File: config.mk
export PLATFORM = sky130hd
export DESIGN_NAME = sb_rx_deserializer_flat
export DESIGN_NICKNAME = d
export VERILOG_FILES = /design/src/rtl/sb_pkg.sv /design/src/rtl/sb_rx_deserializer_if.sv /design/src/rtl/sb_rx_deserializer.sv /design/src/flat_wrapper.sv
export SDC_FILE = /design/constraint.sdc
export NUM_CORES = 1
export LEC_CHECK = 0
export ABC_AREA = 1
export CAP_MARGIN = 15
export CORE_MARGIN = 1
export CORE_UTILIZATION = 41
export CTS_BUF_LIST = sky130_fd_sc_hd__clkbuf_4
export DETAILED_ROUTE_END_ITERATION = 10
export PLACE_DENSITY = 0.71
export SLEW_MARGIN = 5
export SYNTH_ARGS = -nofsm -noshare
export SYNTH_HDL_FRONTEND = slang
export SYNTH_SLANG_ARGS = --single-unit
File: constraint.sdc
create_clock -name i_clk -period 11.8 [get_ports i_clk]
set_clock_uncertainty 0.1 [all_clocks]
set_input_delay 1.77 -clock i_clk [delete_from_list [all_inputs] [get_ports i_clk]]
set_output_delay 1.77 -clock i_clk [all_outputs]
set_load 0.02 [all_outputs]
File: src/rtl/sb_pkg.sv
// Sideband shared package.
// Holds the sideband packet framing constants used by both the TX serializer
// and the RX deserializer, plus the RX deserializer state encoding.
package sb_pkg;

  // Bits per sideband packet word (one bit per UI).
  localparam int SB_PKT_WIDTH  = 64;
  // Minimum idle UIs required between two packets.
  localparam int SB_MIN_GAP_UI = 32;
  // Width of the shared bit/gap counter; 2^SB_CNT_W exceeds both limits above.
  localparam int SB_CNT_W      = 7;

  typedef enum logic [1:0] {
    IDLE = 2'd0,
    RECV = 2'd1,
    GAP  = 2'd2
  } sb_deser_state_e;

endpackage : sb_pkg

File: src/rtl/sb_rx_deserializer_if.sv
// Sideband RX deserializer interface.
// Groups the serial input strobe/data, the consumer acknowledge and the
// deserialized word/status outputs.
//   master : deserializer side (drives word, done, busy and error pulses)
//   slave  : stream source / consumer side (drives serial bits and acknowledge)
interface sb_rx_deserializer_if #(
  parameter int PKT_WIDTH = 64
);

  logic                 i_ser_data;
  logic                 i_ser_valid;
  logic                 i_de_ser_done_sampled;
  logic [PKT_WIDTH-1:0] o_deser_data;
  logic                 o_de_ser_done;
  logic                 o_busy;
  logic                 o_overrun;
  logic                 o_frame_error;
  logic                 o_gap_error;

  modport master (
    input  i_ser_data,
    input  i_ser_valid,
    input  i_de_ser_done_sampled,
    output o_deser_data,
    output o_de_ser_done,
    output o_busy,
    output o_overrun,
    output o_frame_error,
    output o_gap_error
  );

  modport slave (
    output i_ser_data,
    output i_ser_valid,
    output i_de_ser_done_sampled,
    input  o_deser_data,
    input  o_de_ser_done,
    input  o_busy,
    input  o_overrun,
    input  o_frame_error,
    input  o_gap_error
  );

endinterface : sb_rx_deserializer_if

File: src/rtl/sb_rx_deserializer.sv
// Sideband receive deserializer.
// Assembles the LSB-first serial sideband stream into PKT_WIDTH-bit words,
// presents each word with a done/acknowledge handshake, and enforces the
// PKT_WIDTH-UI packet / MIN_GAP-UI minimum idle framing.
// Ports:
//   i_clk    : sideband sampling clock, rising edge
//   i_rst    : asynchronous active-high reset
//   i_enable : block enable; low synchronously clears state, counters,
//              shift register and done (the last word is held)
//   sb       : master side of sb_rx_deserializer_if (serial in, word out,
//              done/ack handshake, busy, overrun/frame/gap error pulses)
module sb_rx_deserializer
  import sb_pkg::*;
#(
  parameter int PKT_WIDTH = SB_PKT_WIDTH,
  parameter int MIN_GAP   = SB_MIN_GAP_UI,
  parameter int CNT_W     = SB_CNT_W
) (
  input  logic                 i_clk,
  input  logic                 i_rst,
  input  logic                 i_enable,
  sb_rx_deserializer_if.master sb
);

  localparam logic [CNT_W-1:0] CNT_ZERO  = CNT_W'(0);
  localparam logic [CNT_W-1:0] CNT_ONE   = CNT_W'(1);
  localparam logic [CNT_W-1:0] LAST_BIT  = CNT_W'(PKT_WIDTH - 1);
  localparam logic [CNT_W-1:0] GAP_LIMIT = CNT_W'(MIN_GAP);

  sb_deser_state_e      state_r, state_s;
  // One counter serves as bit counter in RECV and idle counter in GAP.
  logic [CNT_W-1:0]     cnt_r, cnt_s;
  logic [PKT_WIDTH-1:0] shreg_r, shreg_s;
  logic [PKT_WIDTH-1:0] shifted_s;
  logic [PKT_WIDTH-1:0] data_r, data_s;
  logic                 done_r, done_s;
  logic                 busy_r;
  logic                 overrun_r, overrun_s;
  logic                 frame_r, frame_s;
  logic                 gap_err_r, gap_err_s;

  // Next-state, counter, shift register and output computation.
  always_comb begin
    state_s   = state_r;
    cnt_s     = cnt_r;
    shreg_s   = shreg_r;
    data_s    = data_r;
    // An acknowledge only matters while a word is pending.
    done_s    = done_r & ~sb.i_de_ser_done_sampled;
    overrun_s = 1'b0;
    frame_s   = 1'b0;
    gap_err_s = 1'b0;
    shifted_s = {sb.i_ser_data, shreg_r[PKT_WIDTH-1:1]};

    if (!i_enable) begin
      state_s = IDLE;
      cnt_s   = CNT_ZERO;
      shreg_s = '0;
      done_s  = 1'b0;
    end else begin
      case (state_r)
        IDLE: begin
          if (sb.i_ser_valid) begin
            shreg_s = shifted_s;
            cnt_s   = CNT_ONE;
            state_s = RECV;
          end else begin
            state_s = IDLE;
          end
        end

        RECV: begin
          if (sb.i_ser_valid) begin
            if (cnt_r == LAST_BIT) begin
              // Completion wins over a same-edge acknowledge; only an
              // unacknowledged pending word counts as overrun.
              data_s    = shifted_s;
              done_s    = 1'b1;
              overrun_s = done_r & ~sb.i_de_ser_done_sampled;
              shreg_s   = shifted_s;
              cnt_s     = CNT_ZERO;
              state_s   = GAP;
            end else begin
              shreg_s = shifted_s;
              cnt_s   = cnt_r + CNT_ONE;
            end
          end else begin
            // Partial packet: drop it; this idle cycle is the first gap UI.
            frame_s = 1'b1;
            shreg_s = '0;
            cnt_s   = CNT_ONE;
            state_s = GAP;
          end
        end

        GAP: begin
          if (sb.i_ser_valid) begin
            // Early start still counts as bit 0 of a new packet.
            if (cnt_r < GAP_LIMIT) begin
              gap_err_s = 1'b1;
            end else begin
              gap_err_s = 1'b0;
            end
            shreg_s = shifted_s;
            cnt_s   = CNT_ONE;
            state_s = RECV;
          end else if ((cnt_r + CNT_ONE) == GAP_LIMIT) begin
            cnt_s   = CNT_ZERO;
            state_s = IDLE;
          end else begin
            cnt_s = cnt_r + CNT_ONE;
          end
        end

        default: begin
          state_s = IDLE;
          cnt_s   = CNT_ZERO;
          shreg_s = '0;
        end
      endcase
    end
  end

  // State, counters, shift register and registered outputs.
  always_ff @(posedge i_clk or posedge i_rst) begin
    if (i_rst) begin
      state_r   <= IDLE;
      cnt_r     <= CNT_ZERO;
      shreg_r   <= '0;
      data_r    <= '0;
      done_r    <= 1'b0;
      busy_r    <= 1'b0;
      overrun_r <= 1'b0;
      frame_r   <= 1'b0;
      gap_err_r <= 1'b0;
    end else begin
      state_r   <= state_s;
      cnt_r     <= cnt_s;
      shreg_r   <= shreg_s;
      data_r    <= data_s;
      done_r    <= done_s;
      busy_r    <= (state_s == RECV);
      overrun_r <= overrun_s;
      frame_r   <= frame_s;
      gap_err_r <= gap_err_s;
    end
  end

  assign sb.o_deser_data  = data_r;
  assign sb.o_de_ser_done = done_r;
  assign sb.o_busy        = busy_r;
  assign sb.o_overrun     = overrun_r;
  assign sb.o_frame_error = frame_r;
  assign sb.o_gap_error   = gap_err_r;

endmodule : sb_rx_deserializer

File: src/flat_wrapper.sv
// flat-port wrapper written by rule: the top's interface ports become plain ports
module sb_rx_deserializer_flat import sb_pkg::*;
#(
  parameter int PKT_WIDTH = SB_PKT_WIDTH,
  parameter int MIN_GAP   = SB_MIN_GAP_UI,
  parameter int CNT_W     = SB_CNT_W
)
  (i_clk, i_rst, i_enable, sb_i_ser_data, sb_i_ser_valid, sb_i_de_ser_done_sampled, sb_o_deser_data, sb_o_de_ser_done, sb_o_busy, sb_o_overrun, sb_o_frame_error, sb_o_gap_error);
  sb_rx_deserializer_if #(.PKT_WIDTH(PKT_WIDTH)) sb_i ();
  input  logic i_clk;
  input  logic i_rst;
  input  logic i_enable;
  input wire logic [$bits(sb_i.i_ser_data)-1:0] sb_i_ser_data;
  input wire logic [$bits(sb_i.i_ser_valid)-1:0] sb_i_ser_valid;
  input wire logic [$bits(sb_i.i_de_ser_done_sampled)-1:0] sb_i_de_ser_done_sampled;
  output wire logic [$bits(sb_i.o_deser_data)-1:0] sb_o_deser_data;
  output wire logic [$bits(sb_i.o_de_ser_done)-1:0] sb_o_de_ser_done;
  output wire logic [$bits(sb_i.o_busy)-1:0] sb_o_busy;
  output wire logic [$bits(sb_i.o_overrun)-1:0] sb_o_overrun;
  output wire logic [$bits(sb_i.o_frame_error)-1:0] sb_o_frame_error;
  output wire logic [$bits(sb_i.o_gap_error)-1:0] sb_o_gap_error;
  assign sb_i.i_ser_data = sb_i_ser_data;
  assign sb_i.i_ser_valid = sb_i_ser_valid;
  assign sb_i.i_de_ser_done_sampled = sb_i_de_ser_done_sampled;
  assign sb_o_deser_data = sb_i.o_deser_data;
  assign sb_o_de_ser_done = sb_i.o_de_ser_done;
  assign sb_o_busy = sb_i.o_busy;
  assign sb_o_overrun = sb_i.o_overrun;
  assign sb_o_frame_error = sb_i.o_frame_error;
  assign sb_o_gap_error = sb_i.o_gap_error;
  sb_rx_deserializer #(.PKT_WIDTH(PKT_WIDTH), .MIN_GAP(MIN_GAP), .CNT_W(CNT_W)) u_core (.i_clk(i_clk), .i_rst(i_rst), .i_enable(i_enable), .sb(sb_i));
endmodule
---- Word-level counts from Yosys, hierarchy flattened ----
Cells that the tools add are included.
cells by class
  bitwise logic cells ..................... 2
  $lt $le $gt $ge ......................... 1
  equality and inequality tests ........... 7
  reductions and logical operators ........ 3
  muxes and demuxes ....................... 33
  add/subtract/negate cells ............... 1
operator list
  operator                                                                      number
  64-bit 2-to-1 mux                                                             3
  64-bit case mux with 2 select lines                                           1
  7-bit 2-to-1 mux                                                              6
  7-bit case mux with 3 select lines                                            1
  1-bit 2-to-1 mux                                                              16
  7-bit by 6-bit equality test with 1-bit output, second input constant         2
  2-bit 2-to-1 mux                                                              5
  7-bit by 1-bit adder with 7-bit output, second input constant                 1
  7-bit by 6-bit less-than comparator with 1-bit output, second input constant  1
  2-bit case mux with 3 select lines                                            1
  2-bit by 1-bit equality test with 1-bit output, second input constant         2
  4-bit AND reduction                                                           1
  3-bit by 2-bit inequality test with 1-bit output, second input constant       1
  3-bit inequality test, second input constant                                  1
  2-bit equality test, second input constant                                    1
  2-bit zero test                                                               1
  2-bit OR reduction                                                            1
  1-bit AND                                                                     1
  1-bit NOT                                                                     1
storage, ports and cells
  register bits after elaboration ......... 142
  output and inout bits ................... 69
  bits of input ports ..................... 6
  word-level logic and storage cells ...... 56

---- Logic depth before layout (Yosys ltp) ----
  word-level depth ........................ 7
  mapped depth ............................ 12
  gate-level depth less buffers ........... 12

---- Worst setup path before layout ----
No wires, ideal clock.
  path kind ............................... input to register
  start ................................... input port sb_i_ser_valid
  end ..................................... register u_core.shreg_r[10]
  path buffers ............................ 2
  stages .................................. 4
  setup time .............................. 0.138 ns
  required time ........................... 11.562 ns
  arrival time ............................ 2.676 ns
  slack ................................... 8.886 ns
  cell sequence ........................... buf_2 o21ai_1 clkbuf_1 o22ai_1
on the way
  word-level cells in the longest chain between the ends .. 3
ends and longest elaborated chain
  element                              line                       RTL
  from (decl)                          flat_wrapper.sv:14         input wire logic [$bits(sb_i.i_ser_valid)-1:0] sb_i_ser_valid;
  64-bit 2-to-1 mux                    sb_rx_deserializer.sv:73   if (sb.i_ser_valid) begin
  64-bit case mux with 2 select lines  sb_rx_deserializer.sv:61   case (state_r)
  64-bit 2-to-1 mux                    sb_rx_deserializer.sv:55   if (!i_enable) begin
  to (signal assigned)                 sb_rx_deserializer.sv:139  shreg_r <= shreg_s;
  to (decl)                            sb_rx_deserializer.sv:33   logic [PKT_WIDTH-1:0] shreg_r, shreg_s;
Several ways; a longest one is shown, not always the timed one.
A chain may end at the register's enable or synchronous reset.

---- Worst setup path after layout ----
  start ................................... input port sb_i_ser_valid
  end ..................................... register u_core.cnt_r[5]
on the way
  word-level cells in the longest chain between the ends .. 3
ends and longest elaborated chain
  element                              line                                                RTL
  7-bit 2-to-1 mux (on tied branches)  sb_rx_deserializer.sv:97, sb_rx_deserializer.sv:73
  7-bit case mux with 3 select lines   sb_rx_deserializer.sv:61
  7-bit 2-to-1 mux                     sb_rx_deserializer.sv:55
  to (signal assigned)                 sb_rx_deserializer.sv:138                           cnt_r <= cnt_s;
  to (decl)                            sb_rx_deserializer.sv:32                            logic [CNT_W-1:0] cnt_r, cnt_s;
Several ways; a longest one is shown, not always the timed one.

==> results.yml <==
outcome:
  status: "complete, no violations"
synth:
  synth.yosys.seq_area_share_pct: 61.4
  yosys.area_share.xor_xnor_pct: 0.305
  syn_nets: 592
  synth-simple-area-share_pct: 12.6
  ys_types: 25
  synth.area.mux_share_pct: 0
  synth_top_family_by_area: "compound AO/OA/AOI/OAI gates"
  yosysTopAreaCell: "dfrtp_1"
  synth_top_area_share_pct: 61.4
  ys_ff_latch: 141
  syn_avg_cell_area_um2: 9.83
  synth_area_leaders: "dfrtp_1, nand2_1, o22ai_1"
  syn_area_mm2: 0.00575
  synth_compound_area_share_pct: 16.2
  synth_warnings: 0
  syn_inst: 585
  synth-adder-area-share_pct: 0.218
sta:
  rsz0062_at_grt: "no"
  setup_ws_ns: 7.59
  tightest_slew_ns: 0.945
  finalCriticalPeriod_ns: 4.21
  setup_viol: 0
  maxSlewHeadroom_pct: 37.0
  setup_tns_ns: 0
  clock.fmax_mhz: 237
  hold_viol: 0
  drv_slew: 0
  period_share_pct: 35.7
global_route:
  grtUsageTotal_pct: 16.2
  globalRouteOverflowTotal: 0
  grt_max_degree: 79
  grt_pass1_wl_um: 18400
  antenna_found_initial: 1
  grt_pass1_vias: 4049
worst_setup_path:
  cp_cell_sequence: "clkdlybuf4s50_1 > inv_1 > nand3_4 > buf_4 > nor2_1 > nor2_1 > inv_1 > nor2_1 > nand2_1 > nand2_1"
  path_class: "input pin to flip-flop"
  r2r_start: "u_core.state_r[0]"
  path_buf_inv: 4
  reg2reg_to: "u_core.cnt_r[5]"
  worst_path_most_repeated_cell: "nor2_1"
  r2r_setup_slack_ns: 9.11
  crit_required_ns: 12.17
  end_kind: "flip-flop"
  critical_path.max_fanout: 67
  reg2reg_depth: 9
  slowest_stage: "clkdlybuf4s50_1"
  cp-start-kind: "input pin"
  cp_data_arrival_time_ns: 4.59
  cp_top_family: "buffers and inverters"
  cpPeakStageDelay_ns: 0.75
power_and_ir_drop:
  vdd_drop_max_mv: 0.0580
  p_leak_uw: 0.00287
  powerDensity_mw_per_mm2: 119
  power.total_uw: 816
placement:
  post-place-ws_ns: 7.09
  placed_cells: 804
  port_buffers: 74
  dpl.hpwl_um: 6960
  gp_congestion: 0.714
clock_network:
  clkSinkCount: 141
  root_buffer: "clkbuf_4"
  clockBufferDepth: 2
  ctsResizeCount: 0
  cts_hold_buf: 0
  clk_pin_slew_ns: 0.11
  cts_tree: "done"
  worstSkewPairLatency_ns: 0.53
  cts_setup_buffers: 0
  cts_htree_levels: 4
  cts_made_buffers: 17
die:
  initial_core_util_pct: 42.7
  num_io_pins: 75
  die_y_um: 120
  rows: 42
  core_area_mm2: 0.0135
  die-area_mm2: 0.0145
  fp.dieW_um: 120
final_layout:
  utilization_pct: 50.8
  final_cells: 837
  syn2layout_area_growth_pct: 18.8
  drive_above_1_share_pct: 11.8
  nets: 655
detailed_routing:
  drtIter0Drc: 230
  drt_wl_total_um: 10500
  routedWlPerCell_um: 12.6
  drtAntennaViolNets: 0
  vias: 4056
  firstDrtPassIters: 4
  via_per_inst: 4.85
  drc_errors: 0
worst_hold_path:
  hold_path_class: "flip-flop to flip-flop"
  whs_path_depth: 1
  hold-path-endpoint: "u_core.sb.o_gap_error"
  worstHoldStart: "u_core.cnt_r[6]"
job:
  maxCapViolCount: 0
synthesized netlist by cell type:
master / number
buf_6: 11
ha_1: 1
dfrtp_1: 141
xnor2_1: 1
nor2_2: 1
o21bai_1: 1
inv_2: 1
buf_2: 12
xor2_1: 1
o21ai_2: 36
buf_1: 1
a21oi_1: 4
nand2_1: 157
nor4_1: 1
nand4_4: 1
clkbuf_1: 11
o21ai_1: 29
nand3_1: 7
inv_1: 80
o21ai_0: 9
nand4_1: 1
nor2_1: 12
nand3_2: 1
o22ai_1: 64
nor3_1: 1
how the worst max path moves through the flow:
stage,start,end,slack [ns],cells after the start
finish,sb_i_ser_valid,u_core.cnt_r[5],7.59,10
global route,sb_i_ser_valid,u_core.cnt_r[5],7.35,10
CTS,sb_i_ser_valid,u_core.cnt_r[5],7.69,10
detailed placement,sb_i_ser_valid,u_core.cnt_r[5],7.09,10
global placement,sb_i_ser_valid,u_core.cnt_r[1],7.24,10
floorplan,i_rst,u_core.cnt_r[0],6.15,1
sequential cells by signal, indices dropped and copies added (netlist names):
| name | flops |
|---|---|
| u_core.sb.o_busy | 1 |
| u_core.sb.o_overrun | 1 |
| u_core.state_r | 2 |
| u_core.sb.o_deser_data | 64 |
| u_core.sb.o_frame_error | 1 |
| u_core.cnt_r | 7 |
| u_core.shreg_r | 63 |
| u_core.sb.o_gap_error | 1 |
| u_core.sb.o_de_ser_done | 1 |
placed cells by master (no fill, tap or decap), types with 4 or more instances in the layout:
cell               n
o21ai_0            9
buf_4              4
a21oi_1            4
o22ai_1           64
o21ai_2           36
clkbuf_4          22
clkdlybuf4s50_1   74
dfrtp_1          141
inv_1             79
clkinv_2           5
nand3_1            6
nor2_1            12
o21ai_1           28
nand2_1          157
where the power goes:
group	switching, uW	total (uW)	leakage [uW]	internal, uW
registers	1.57	486	0.00197	485
logic	28.5	36.2	0.000759	7.74
clock network	159	293	0.000151	134
total	189	816	0.00287	626
cell families (layout without fill, tap and decap cells):
logic type,count (synthesis),in the layout
simple gates,182,182
compound gates,143,143
flops,141,141
buf+inv,116,191
xor+xnor,2,2
fa+ha+maj,1,1
other cells,0,1
routing by layer:
layer / up-vias / global-route usage, % / routed length, um
met5: - / 0 / 0
met4: 0 / 7.41 / 187
met3: 16 / 4.10 / 437
met2: 80 / 26.0 / 4970
met1: 1932 / 20.7 / 4910
li1: 2028 / - / -
layout make-up:
| cell class | count | area, um2 |
|---|---|---|
| multi-input combinational | 328 | 1710 |
| tap | 176 | 220 |
| antenna | 1 | 2.50 |
| timing repair buffer | 79 | 798 |
| clock inverter | 9 | 96.3 |
| sequential | 141 | 3530 |
| clock buffer | 22 | 165 |
| fill | 1276 | 6620 |
| inverter | 81 | 309 |
through the flow:
step	hold slack (ns)	instance area, um2
floorplan	0.331	5750
global placement	0.363	6540
detailed placement	0.373	6540
CTS	0.384	6800
global route	0.404	6830
finish	0.388	6830
Power figures use the tool's default switching activity.
